===== src/rtl/velmshift_seq.sv =====
// velmshift_seq
//   Sequencer for a velmshifter_jump lane shifter. It takes one
//   "shift vector by N lanes" request and parallel-loads the vector into the
//   shifter. It then issues one shift (or jump) op per cycle until the distance
//   is covered, and presents the shifter contents on a valid/ready output.
//   Only one request is in flight at a time.
//
//   Optional feature macro: VELMSHIFT_SEQ_JUMP_EN
//     defined   : ops move JUMPSIZE lanes while the remaining count >= JUMPSIZE
//     undefined : sh_jump tied low, every op moves one lane
//
// Ports
//   clk, reset            clock, synchronous active-high reset
//   in_valid/in_ready     request handshake
//   in_data               vector to shift, lane i at [i*WIDTH +: WIDTH]
//   in_amt, in_dir_left   shift distance in lanes, 1 = toward higher lanes
//   out_valid/out_ready   result handshake
//   out_data              shifted vector, zero while out_valid is low
//   sh_*                  shifter control/data, sh_outpipe is read back
module velmshift_seq #(
  parameter int NUMLANES = 4,
  parameter int WIDTH    = 32,
  parameter int JUMPSIZE = 4,
  parameter int AMTW     = 8
) (
  input  logic                      clk,
  input  logic                      reset,
  input  logic                      in_valid,
  output logic                      in_ready,
  input  logic [NUMLANES*WIDTH-1:0] in_data,
  input  logic [AMTW-1:0]           in_amt,
  input  logic                      in_dir_left,
  output logic                      out_valid,
  input  logic                      out_ready,
  output logic [NUMLANES*WIDTH-1:0] out_data,
  output logic                      sh_load,
  output logic                      sh_shift,
  output logic                      sh_jump,
  output logic                      sh_dir_left,
  output logic [NUMLANES*WIDTH-1:0] sh_inpipe,
  output logic [WIDTH-1:0]          sh_shiftin_left,
  output logic [WIDTH-1:0]          sh_shiftin_right,
  input  logic [NUMLANES*WIDTH-1:0] sh_outpipe
);

  localparam int CW = $clog2(NUMLANES + 1);
  localparam logic [CW-1:0] LANES_C = CW'(NUMLANES);
  localparam logic [CW-1:0] JSTEP   = CW'(JUMPSIZE);

  typedef enum logic [1:0] {S_IDLE, S_SHIFT, S_DONE} state_t;

  state_t        state;
  logic [CW-1:0] cnt;
  logic          dir;
  logic [CW-1:0] eff;
  logic          use_jump;
  logic [CW-1:0] step;

  // Distances past the lane count all produce an all-zero vector, so clamp.
  always_comb begin
    eff = LANES_C;
    if (in_amt < AMTW'(NUMLANES)) eff = in_amt[CW-1:0];
  end

`ifdef VELMSHIFT_SEQ_JUMP_EN
  assign use_jump = (cnt >= JSTEP);
`else
  assign use_jump = 1'b0;
`endif

  // cnt >= 1 in SHIFT and step is 1 whenever cnt < JUMPSIZE, so no underflow.
  assign step = use_jump ? JSTEP : CW'(1);

  always_ff @(posedge clk) begin
    if (reset) begin
      state <= S_IDLE;
      cnt   <= '0;
      dir   <= 1'b0;
    end else begin
      case (state)
        S_IDLE: if (in_valid) begin
          dir   <= in_dir_left;
          cnt   <= eff;
          state <= (eff == '0) ? S_DONE : S_SHIFT;
        end
        S_SHIFT: begin
          cnt <= cnt - step;
          if (cnt == step) state <= S_DONE;
        end
        S_DONE: if (out_ready) state <= S_IDLE;
        default: state <= S_IDLE;
      endcase
    end
  end

  // Outputs decode from the registered state. They are gated by reset so that
  // everything reads zero while reset is held, including in_ready.
  assign in_ready         = !reset && (state == S_IDLE);
  assign sh_load          = in_valid && in_ready;
  assign sh_shift         = !reset && (state == S_SHIFT);
  assign sh_jump          = sh_shift && use_jump;
  assign sh_dir_left      = sh_shift && dir;
  assign sh_inpipe        = reset ? '0 : in_data;
  assign sh_shiftin_left  = '0;
  assign sh_shiftin_right = '0;
  assign out_valid        = !reset && (state == S_DONE);
  assign out_data         = out_valid ? sh_outpipe : '0;

endmodule


===== config.mk =====
export PLATFORM = sky130hd
export DESIGN_NAME = velmshift_seq
export DESIGN_NICKNAME = d
export VERILOG_FILES = /design/src/rtl/velmshift_seq.sv
export SDC_FILE = /design/constraint.sdc
export NUM_CORES = 1
export LEC_CHECK = 0
export ABC_AREA = 1
export ABC_CLOCK_PERIOD_IN_PS = 1570
export CORE_AREA = 2 2 232 234
export CTS_BUF_LIST = sky130_fd_sc_hd__clkbuf_16
export DETAILED_ROUTE_END_ITERATION = 12
export DIE_AREA = 0 0 234 236
export PLACE_DENSITY = 0.38
export SLEW_MARGIN = 5
export SYNTH_ARGS = -nofsm -noshare
export SYNTH_HDL_FRONTEND = slang
export SYNTH_SLANG_ARGS = --single-unit

===== constraint.sdc =====
create_clock -name clk -period 1.57 [get_ports clk]
set_input_delay 0.2355 -clock clk [delete_from_list [all_inputs] [get_ports clk]]
set_output_delay 0.2355 -clock clk [all_outputs]
set_load 0.05 [all_outputs]

==> flow_summary.toml, run 1 <==
[pwr]
powerDensity_nw_per_um2 = 363.4
ir_drop_mv = 0.3251
p_leak_uw = 0.005492

[clocking]
clkTransAtPathRegs_ns = 0.03
h-tree-depth = 1
cts_root_buf = "clkbuf_16"
worstSkewPairLatency_ns = 0.23
cts.sinks = 6
tritoncts = "done"
clk_path_buf_depth = 2
postCtsHoldBufs = 0
cts_made_buffers = 3

[timing]
finalSetupViolCount = 128
period_needed_ns = 1.730
fmax_mhz = 578.0
hold_slack_ns = 0.4804
finalWorstSetupSlack_ns = -0.1600
fin_crit_sh = 1.102
rsz0062_at_grt = "yes"
finalMaxSlewViolations = 0
hold_violations = 0
fin_worst_skew_ns = 0.0004539

[synth]
ys_seq_area_frac = 0.03988
syn_area_um2 = 3012
ys.warnings.count = 0
synth_edf_count = 0
synth-async-reset-ratio = 0
syn_avg_cell_area_um2 = 4.435
synth_seq_cells = 6
ys.flop_type = "dfxtp_1"
syn_inst = 679
synth.distinct_cells = 20

[global_routing]
grt_pass1_wl_um = 32860
grt.total_usage = 0.07894
antenna_found_initial = 4
grt_overflow = 0
grt_max_degree = 59
grt_pass1_vias = 5406

[drt]
postRouteAntennaNets = 0
first_pass_iters = 4
vias = 5330
drt_wl_total_um = 23840
drt_iter0_markers = 77
viasPerCell = 2.796
drc_errors = 0
avgRoutedWirePerCell_um = 12.51

[min_path]
hold_path_end = "cnt[2]"
holdPathStages = 3
hold_path.class = "in -> reg"
min_from = "reset"

[cells_and_area]
nets = 1481
drive_above_1_share = 0.4089
seq_area_um2 = 122.6
areaGrowthSynthToFinish_pct = 282.1
nFillCells = 5880
mostFrequentLayoutCells = "267 x clkdlybuf4s50_1, 266 x inv_1, 130 x buf_12"
multi_input_area_um2 = 2449
final_common_cell = "clkdlybuf4s50_1"
stdcell_count = 1906

[placement]
portBuffers = 529
dp_cells = 1894
gp_congestion = 0.7347
dp_hpwl_um = 21480

[floorplan]
core_area_um2 = 53070
dieWidth_um = 234
die_y_um = 236
die_area_um2 = 55220
num_io_pins = 595
rows = 85
start_util = 0.05675

[worst_setup_path]
worstRegToRegCells = 9
reg2reg_slack_ns = 0.31
r2r_start = "state[0]"
critPathMaxFanout = 14
r2r_end = "cnt[1]"
cp-end-kind = "output pin"
worstPathArrival_ns = 1.49
worstPathRequired_ns = 1.33
path_class = "reg -> out"
critPathLaunchType = "flip-flop"

[status]
outcome = "finished with violations"
violations = "setup timing"

[flow_run]
max-cap-violations = 0
-- sequential cells by signal (all words and copies together), names as in the netlist --
| signal | count |
|---|---|
| dir | 1 |
| cnt | 3 |
| state | 2 |
-- layout make-up --
cell class | count | area share
Clock buffer | 3 | 0.006525
Antenna cell | 2 | 0.0004350
Timing Repair Buffer | 556 | 0.6044
Multi-Input combinational cell | 373 | 0.2128
Inverter | 270 | 0.08950
Tap cell | 696 | 0.07569
Sequential cell | 6 | 0.01066
-- report_power, final --
group	total, µW	leakage (µW)	switching (µW)	internal, µW
combinational	3590	0.00540	2100	1490
sequential	185	0.0000503	11.0	174
clock	409	0.0000370	82.3	326
total	4180	0.00549	2190	1990
-- critical path, stage by stage (launching register included) --
cell	delay [ns]
dfxtp_2	0.32
nor3_4	0.22
buf_12	0.16
inv_16	0.08
buf_16	0.17
nor2_2	0.14
buf_12	0.15
-- repair_timing --
item,4_1_cts,5_1_grt
endpoints found under the setup margin,130,131
setup buffers,1,0
pin swaps,2,2
gates resized for setup,255,30
cloned,6,0
hold endpoints to repair,0,0
-- how the worst max path moves through the flow --
stage / startpoint / endpoint / slack, ns / cells after the start
floorplan: state[1] / out_data[10] / -0.59 / 6
global placement: in_amt[3] / state[0] / -0.18 / 7
detailed placement: in_amt[3] / state[0] / -0.16 / 7
CTS: state[0] / out_data[72] / -0.17 / 6
global route: state[0] / out_data[70] / -0.21 / 6
finish: state[0] / out_data[5] / -0.16 / 6
-- cells by family after synthesis --
family          Yosys count  synth area share
fa+ha+maj                 2          0.008308
buf+inv                 364            0.5480
simple gates            296            0.3860
compound gates           10           0.01662
other cells               1          0.001245
flops                     6           0.03989
-- cells in the mapped netlist (3+ instances only) --
cell type,instances,area share
nand2_1,21,0.026
clkbuf_1,7,0.0087
buf_4,68,0.17
nor2_1,256,0.32
nor2_2,11,0.023
inv_1,266,0.33
a21oi_1,5,0.0083
inv_2,4,0.0050
dfxtp_1,6,0.040
o21ai_0,5,0.0083
nor3_1,3,0.0050
buf_1,6,0.0075
buf_2,11,0.018
-- stage by stage --
step / instance area, µm² / power [µW] / setup WS, ns / util / TNS [ns]
after detailed placement: 10220 / 3557 / -0.1630 / 0.1926 / -1.692
after global routing: 11500 / 4391 / -0.2090 / 0.2167 / -21.64
after floorplan: 3553 / 2056 / -0.5945 / - / -67.47
final: 11510 / 4181 / -0.1600 / 0.2168 / -15.24
after CTS: 11380 / 4210 / -0.1704 / 0.2144 / -18.28
after global placement: 10220 / 3557 / -0.1751 / 0.1926 / -0.9694
-- routing by layer --
layer | global-route usage | up-vias | wire (µm)
met3 | 0.02986 | 9 | 2968
met5 | 0 | - | 0
li1 | - | 2700 | -
met1 | 0.08150 | 2296 | 8311
met2 | 0.1532 | 325 | 12430
met4 | 0.007672 | 0 | 129
(Power assumes the default switching activity.)
==> run 2: changes to the inputs <==
--- a/config.mk
+++ b/config.mk
@@ -11,7 +11,7 @@
 export CTS_BUF_LIST = sky130_fd_sc_hd__clkbuf_16
 export DETAILED_ROUTE_END_ITERATION = 12
 export DIE_AREA = 0 0 234 236
-export PLACE_DENSITY = 0.38
+export PLACE_DENSITY = 0.34
 export SLEW_MARGIN = 5
 export SYNTH_ARGS = -nofsm -noshare
 export SYNTH_HDL_FRONTEND = slang
==> run 2 against run 1 <==
The flow still finishes with violations (setup timing). Register-to-register slack got worse by 0.07 ns. Hold slack got worse by 0.028 ns. Maximum frequency increased by 0.56%. Clock skew increased by 0.0010 ns. Flip-flop and latch count unchanged. Critical endpoint is now out_data[12]. Largest cell class unchanged. Largest power group unchanged. Highest routed layer is now met5.
==> flow_summary.toml, run 2 (synthesized netlist as in run 1, its figures left out) <==
[status]
outcome = "finished with violations"
violations = "setup timing"

[drt]
avgRoutedWirePerCell_um = 11.80
vias = 5295
first_pass_iters = 4
viasPerCell = 2.781
drc_errors = 0
drt_iter0_markers = 58
postRouteAntennaNets = 0
drt_wl_total_um = 22480

[clocking]
cts_made_buffers = 3
cts_root_buf = "clkbuf_16"
cts.sinks = 6
tritoncts = "done"
clkTransAtPathRegs_ns = 0.03
h-tree-depth = 1
worstSkewPairLatency_ns = 0.23
clk_path_buf_depth = 2

[floorplan]
die_y_um = 236
die_area_um2 = 55220
start_util = 0.05675
core_area_um2 = 53070
dieWidth_um = 234
rows = 85
num_io_pins = 595

[timing]
period_needed_ns = 1.720
hold_slack_ns = 0.4524
finalSetupViolCount = 130
finalWorstSetupSlack_ns = -0.1504
hold_violations = 0
fmax_mhz = 581.3
finalMaxSlewViolations = 0
rsz0062_at_grt = "yes"
fin_worst_skew_ns = 0.001452
fin_crit_sh = 1.096

[cells_and_area]
reg.largest.list = "cnt (3), state (2), dir (1)"
nets = 1481
utilization = 0.2184
largest_reg_flops = 3
final_common_cell = "clkdlybuf4s50_1"
stdcell_count = 1904
areaGrowthSynthToFinish_pct = 284.8
drive_above_1_share = 0.4089
mostFrequentLayoutCells = "267 x clkdlybuf4s50_1, 266 x inv_1, 137 x buf_12"
antenna_cells = 0
top_register = "cnt"

[placement]
dp_hpwl_um = 19960
gp_congestion = 0.7310
dp_cells = 1896
portBuffers = 529
dp_slack_ns = -0.2184

[worst_setup_path]
reg2reg_slack_ns = 0.24
critPathLaunch = "state[0]"
path_common_cell = "buf_12"
critPathLaunchType = "flip-flop"
worstPathArrival_ns = 1.48
path_cells = "nor3_4 -> buf_12 -> inv_16 -> buf_12 -> nor2_4 -> buf_12"
r2r_start = "state[0]"
max_stage_delay_ns = 0.32
critPathMaxFanout = 22
worstPathRequired_ns = 1.33
worstRegToRegCells = 10
path_class = "reg -> out"
r2r_end = "cnt[1]"
cp-end-kind = "output pin"
crit_end = "out_data[12]"
crit_slowest_cell = "dfxtp_2"

[global_routing]
grt.total_usage = 0.07401
grt_overflow = 0
grt_pass1_vias = 5384
antenna_found_initial = 2
grt_pass1_wl_um = 31490
grt_max_degree = 61

[pwr]
ir_drop_mv = 0.3495
p_leak_uw = 0.005500
powerDensity_nw_per_um2 = 362.0

[min_path]
hold_path.class = "in -> reg"

[flow_run]
max-cap-violations = 0
==> run 2: worst min path at each step <==
stage                     startpoint  endpoint  slack (ns)  cells after the start
after CTS                      reset    cnt[2]        0.45                      3
final                          reset    cnt[2]        0.45                      3
after global routing           reset    cnt[2]        0.50                      3
after detailed placement         dir       dir        0.46                      2
after global placement           dir       dir        0.46                      2
after floorplan            in_amt[0]    cnt[0]        0.39                      2
==> run 2: power by group <==
group	switching, µW	total (µW)	internal, µW	leakage [µW]
registers	10.9	185	174	0.0000503
clock network	86.8	414	327	0.0000370
logic	2090	3600	1500	0.00541
==> run 2: area by class of cell <==
| class | count | area (µm²) |
|---|---|---|
| multi-input combinational | 373 | 2509 |
| fill | 5901 | 41480 |
| tap | 696 | 870.8 |
| sequential | 6 | 122.6 |
| timing repair buffer | 556 | 6980 |
| inverter | 270 | 1032 |
| clock buffer | 3 | 75.07 |
==> run 2: metal layers <==
| metal | vias up | routed length [µm] | GRT usage |
|---|---|---|---|
| met1 | 2281 | 7858 | 0.07685 |
| met4 | 2 | 136 | 0.008055 |
| met2 | 315 | 11610 | 0.1420 |
| met5 | - | 10 | 0 |
| met3 | 10 | 2863 | 0.02901 |
| li1 | 2687 | - | - |
==> run 2: per-stage QoR <==
step	TNS (ns)	total power [µW]	cell area [µm²]
after detailed placement	-1.888	3566	10300
after floorplan	-67.47	2056	3553
after global placement	-2.310	3569	10300
after CTS	-16.82	4184	11290
after global routing	-19.75	4412	11590
final	-14.14	4196	11590
==> run 2: worst max-delay path, delay by kind of cell (launching register included) <==
family                 cells  cell delay (ns)
buffers and inverters      4             0.55
flip-flops                 1             0.32
AND/OR/NAND/NOR            2             0.34
==> run 2: timing repair <==
action / 4_1_cts / 5_1_grt
setup endpoints to repair: 130 / 134
hold buffers: 0 / 0
pin swaps: 2 / 3
hold endpoints to repair: 0 / 0
cloned: 4 / 0
resized for setup: 235 / 64
buffers inserted: 0 / 1
==> run 3: changes to the inputs <==
--- a/config.mk
+++ b/config.mk
@@ -6,7 +6,7 @@
 export NUM_CORES = 1
 export LEC_CHECK = 0
 export ABC_AREA = 1
-export ABC_CLOCK_PERIOD_IN_PS = 1570
+export ABC_CLOCK_PERIOD_IN_PS = 1600
 export CORE_AREA = 2 2 232 234
 export CTS_BUF_LIST = sky130_fd_sc_hd__clkbuf_16
 export DETAILED_ROUTE_END_ITERATION = 12
==> constraint.sdc (replaced) <==
create_clock -name clk -period 1.6 [get_ports clk]
set_input_delay 0.24 -clock clk [delete_from_list [all_inputs] [get_ports clk]]
set_output_delay 0.24 -clock clk [all_outputs]
set_load 0.05 [all_outputs]
==> run 3 against run 2 <==
The flow still finishes with violations (setup timing). Highest routed layer is now met4. Sequential share of layout area is 0.072 points higher. Critical path type unchanged. Final area is 6.3% lower. Power is 4.8% lower. Global-route usage decreased by 0.25 points.
==> flow_summary.toml, run 3 (synthesized netlist as in run 1, its figures left out) <==
[pwr]
powerDensity_nw_per_um2 = 368.0
p_total_uw = 3994
p_sw_uw = 2113
sw_frac_of_total = 0.5290
p_leak_uw = 0.005427
p_int_uw = 1881
pwr-share-seq = 0.045
pwr-share-comb = 0.853
ir_drop_mv = 0.3367
clkPwrFrac = 0.102

[timing]
fin_crit_sh = 1.065
finalSetupViolCount = 128
finalSetupTns_ns = -9.429
hold_slack_ns = 0.4811
fin_worst_skew_ns = 0.002600
fmax_mhz = 586.9
finalWorstSetupSlack_ns = -0.1038
rsz0062_at_grt = "yes"
period_needed_ns = 1.704
finalMaxSlewViolations = 0
hold_violations = 0

[placement]
portBuffers = 529
dp_hpwl_um = 19350
gp_congestion = 0.7329
dp_cells = 1901
dp_slack_ns = -0.03917

[cells_and_area]
top_register = "cnt"
nFillCells = 5936
stdcell_count = 1918
final_common_cell = "clkdlybuf4s50_1"
seq_area_um2 = 122.6
nets = 1495
mostFrequentLayoutCells = "267 x clkdlybuf4s50_1, 266 x inv_1, 113 x nor2_2"
largest_reg_flops = 3
drive_above_1_share = 0.4157
antenna_cells = 0
reg.largest.list = "cnt (3), state (2), dir (1)"
multi_input_area_um2 = 2341
areaGrowthSynthToFinish_pct = 260.4

[flow_run]
max-cap-violations = 0

[floorplan]
start_util = 0.05675
die_y_um = 236
rows = 85
core_area_um2 = 53070
num_io_pins = 595
dieWidth_um = 234
die_area_um2 = 55220

[drt]
drt_iter0_markers = 45
drc_errors = 0
drt_wl_total_um = 23230
vias = 5385
postRouteAntennaNets = 0
first_pass_iters = 3
viasPerCell = 2.808
avgRoutedWirePerCell_um = 12.11

[worst_setup_path]
critPathLaunchType = "flip-flop"
max_stage_delay_ns = 0.32
worstPathArrival_ns = 1.46
path_cells = "nor3_4 -> buf_12 -> inv_16 -> clkbuf_16 -> nor2_2 -> buf_6"
cp-end-kind = "output pin"
path_class = "reg -> out"
crit_slowest_cell = "dfxtp_2"
critPathMaxFanout = 19
worstPathRequired_ns = 1.36

[clocking]
cts_root_buf = "clkbuf_16"
clkTransAtPathRegs_ns = 0.03
cts.sinks = 6
tritoncts = "done"
clk_path_buf_depth = 2
worstSkewPairLatency_ns = 0.23
cts_made_buffers = 3
h-tree-depth = 1

[status]
violations = "setup timing"
outcome = "finished with violations"

[global_routing]
grt.total_usage = 0.07155
grt_max_degree = 84
grt_pass1_wl_um = 30380
grt_overflow = 0
antenna_found_initial = 0
grt_pass1_vias = 5351

[min_path]
hold_path.class = "reg -> reg"
==> run 3: cell types whose count changed in the layout (fill, tap and decap cells not counted), moves of 2 or more <==
cell and change:
nor2_2 +32, buf_6 +65, buf_8 +12, nor2_4 -34, buf_4 +20, nor2_1 +2
clkbuf_16 +7, buf_12 -90
==> run 3: what timing repair did <==
item	in CTS	in global routing
endpoints found under the setup margin	130	131
buffers inserted	0	0
hold buffers	0	0
gates resized for setup	246	98
cloned	3	11
pin swaps	1	2
==> run 3: area by class of cell <==
type,instances,share of cell area
flip-flops and latches,6,0.01130
inverters,270,0.09486
repair buffers,570,0.5911
well taps,696,0.08022
clock buffers,3,0.006916
multi-input cells,373,0.2157
==> run 3: power by group through the flow <==
stage	registers, µW	clock network, µW	logic, µW
after floorplan	186	0	1830
after global placement	183	0	3160
after detailed placement	183	0	3150
after CTS	181	408	3310
after global routing	183	421	3600
final	181	406	3410
==> run 3: critical path: cells and delay by family (launching register included) <==
| kind | cells | cell delay, ns |
|---|---|---|
| flops | 1 | 0.32 |
| simple gates | 2 | 0.30 |
| buf+inv | 4 | 0.58 |
==> run 3: final timing paths <==
path | startpoint | endpoint | slack, ns | cells after the start
hold / removal | cnt[2] | cnt[2] | 0.48 | 2
setup reg to reg | state[0] | state[0] | 0.39 | 8
hold reg to reg | cnt[2] | cnt[2] | 0.48 | 2
setup / recovery | state[0] | out_data[32] | -0.10 | 6
==> run 3: stage by stage <==
stage / utilization / area (µm²)
floorplan: - / 3551
global placement: 0.1742 / 9246
detailed placement: 0.1742 / 9246
CTS: 0.1926 / 10220
global route: 0.2046 / 10860
finish: 0.2046 / 10860
==> run 3: routing by layer <==
metal	vias up	share of wire	GRT usage
met3	6	0.096	0.01765
met5	-	0	0
met2	307	0.54	0.1482
li1	2728	-	-
met4	0	0.0050	0.006904
met1	2344	0.36	0.07195
==> edit (config.mk and constraints of run 3) <==
Add a define of `VELMSHIFT_SEQ_JUMP_EN`.
--- a/src/rtl/velmshift_seq.sv
+++ b/src/rtl/velmshift_seq.sv
@@ -17,6 +17,8 @@
 //   out_valid/out_ready   result handshake
 //   out_data              shifted vector, zero while out_valid is low
 //   sh_*                  shifter control/data, sh_outpipe is read back
+`define VELMSHIFT_SEQ_JUMP_EN
+
 module velmshift_seq #(
   parameter int NUMLANES = 4,
   parameter int WIDTH    = 32,
Function: changed (a bounded check fails within 4 cycles, from zero or initial values and one cycle with reset high).
==> edit against run 3 <==
  * Highest routed layer is now met5
  * Global-route usage barely moved
  * Critical path depth did not move
  * Setup slack got worse by 75 ps
  * Sequential cell count did not move
  * Wire length fell by 7.6%
  * First-iteration DRC count rose by 84%
  * Non-clock buffer count fell by 2
  * Area after synthesis rose by 28%
  * Power rose by 19%
  * The run still ends with negative setup slack left
  * Via count fell by 2.4%
  * Die area did not move
  * Design area rose by 6.8%
  * Hold slack improved by 24 ps
==> edit: results <==
export IMPL_yosysSeqAreaShare=0.03105
export IMPL_m1WireLength_um=7163
export IMPL_n_fill_cell=5854
export IMPL_wire_per_inst_um=11.24
export IMPL_status="finished with violations"
export IMPL_violations="negative setup slack"
export IMPL_synthTopCellsByArea="nor2_4, inv_1, nor2_1, buf_4, buf_12"
export IMPL_layout_setup_ws_ps=-178.7
export IMPL_p_leak_nw=5.535
export IMPL_setup_viol=128
export IMPL_critPathMaxFanout=16
export IMPL_p_sw_mw=2.526
export IMPL_synth_common_cells="inv_1, nor2_1, nor2_4"
export IMPL_grt_use_met3=0.01862
export IMPL_synth_compound_area_frac=0.01035
export IMPL_placed_area_um2=10820
export IMPL_reg2regPathDepth=7
export IMPL_place_congestion=0.7541
export IMPL_post_route_util=0.2185
export IMPL_synth_cell_types=21
export IMPL_holdPathEnd="dir$_SDFFE_PP0P_"
export IMPL_dp_hpwl_um=18750
export IMPL_drive_above_1_share=0.4155
export IMPL_synthAdderAreaFrac=0.006468
export IMPL_holdCritStartpoint="dir$_SDFFE_PP0P_"
export IMPL_syn_inst=671
export IMPL_route_met2_wl_um=11830
export IMPL_multi_input_cells=366
export IMPL_grt_use_total=0.07117
export IMPL_multi_input_area_share=0.2204
export IMPL_grt_max_degree=63
-- edit: changes by cell type after synthesis, moves of 6 or more --
| cell | delta |
|---|---|
| nand2_1 | -8 |
| buf_1 | -6 |
| nor2_2 | -10 |
| nor2_1 | -87 |
| clkbuf_1 | -7 |
| nor2_4 | +100 |
| buf_12 | +10 |
-- edit: what timing repair did --
| action | in CTS | in global routing |
|---|---|---|
| gates cloned | 8 | 2 |
| endpoints found under the setup margin | 130 | 131 |
| setup buffers | 3 | 0 |
| hold buffers | 0 | 0 |
| pin swaps | 0 | 1 |
| resized for setup | 84 | 29 |
-- edit: power by group through the flow --
stage               Combinational [mW]  Clock [mW]  Sequential (mW)
floorplan                         2.39           0            0.203
global placement                  3.97           0            0.203
detailed placement                3.96           0            0.203
CTS                               4.16       0.415            0.201
global route                      4.40       0.420            0.204
finish                            4.16       0.403            0.200
-- edit: critical path, stage by stage, from the launching register on --
cell	delay [ps]
dfxtp_2	320
nor3_4	180
buf_6	160
inv_16	70
clkbuf_16	240
nor2_4	110
buf_12	140
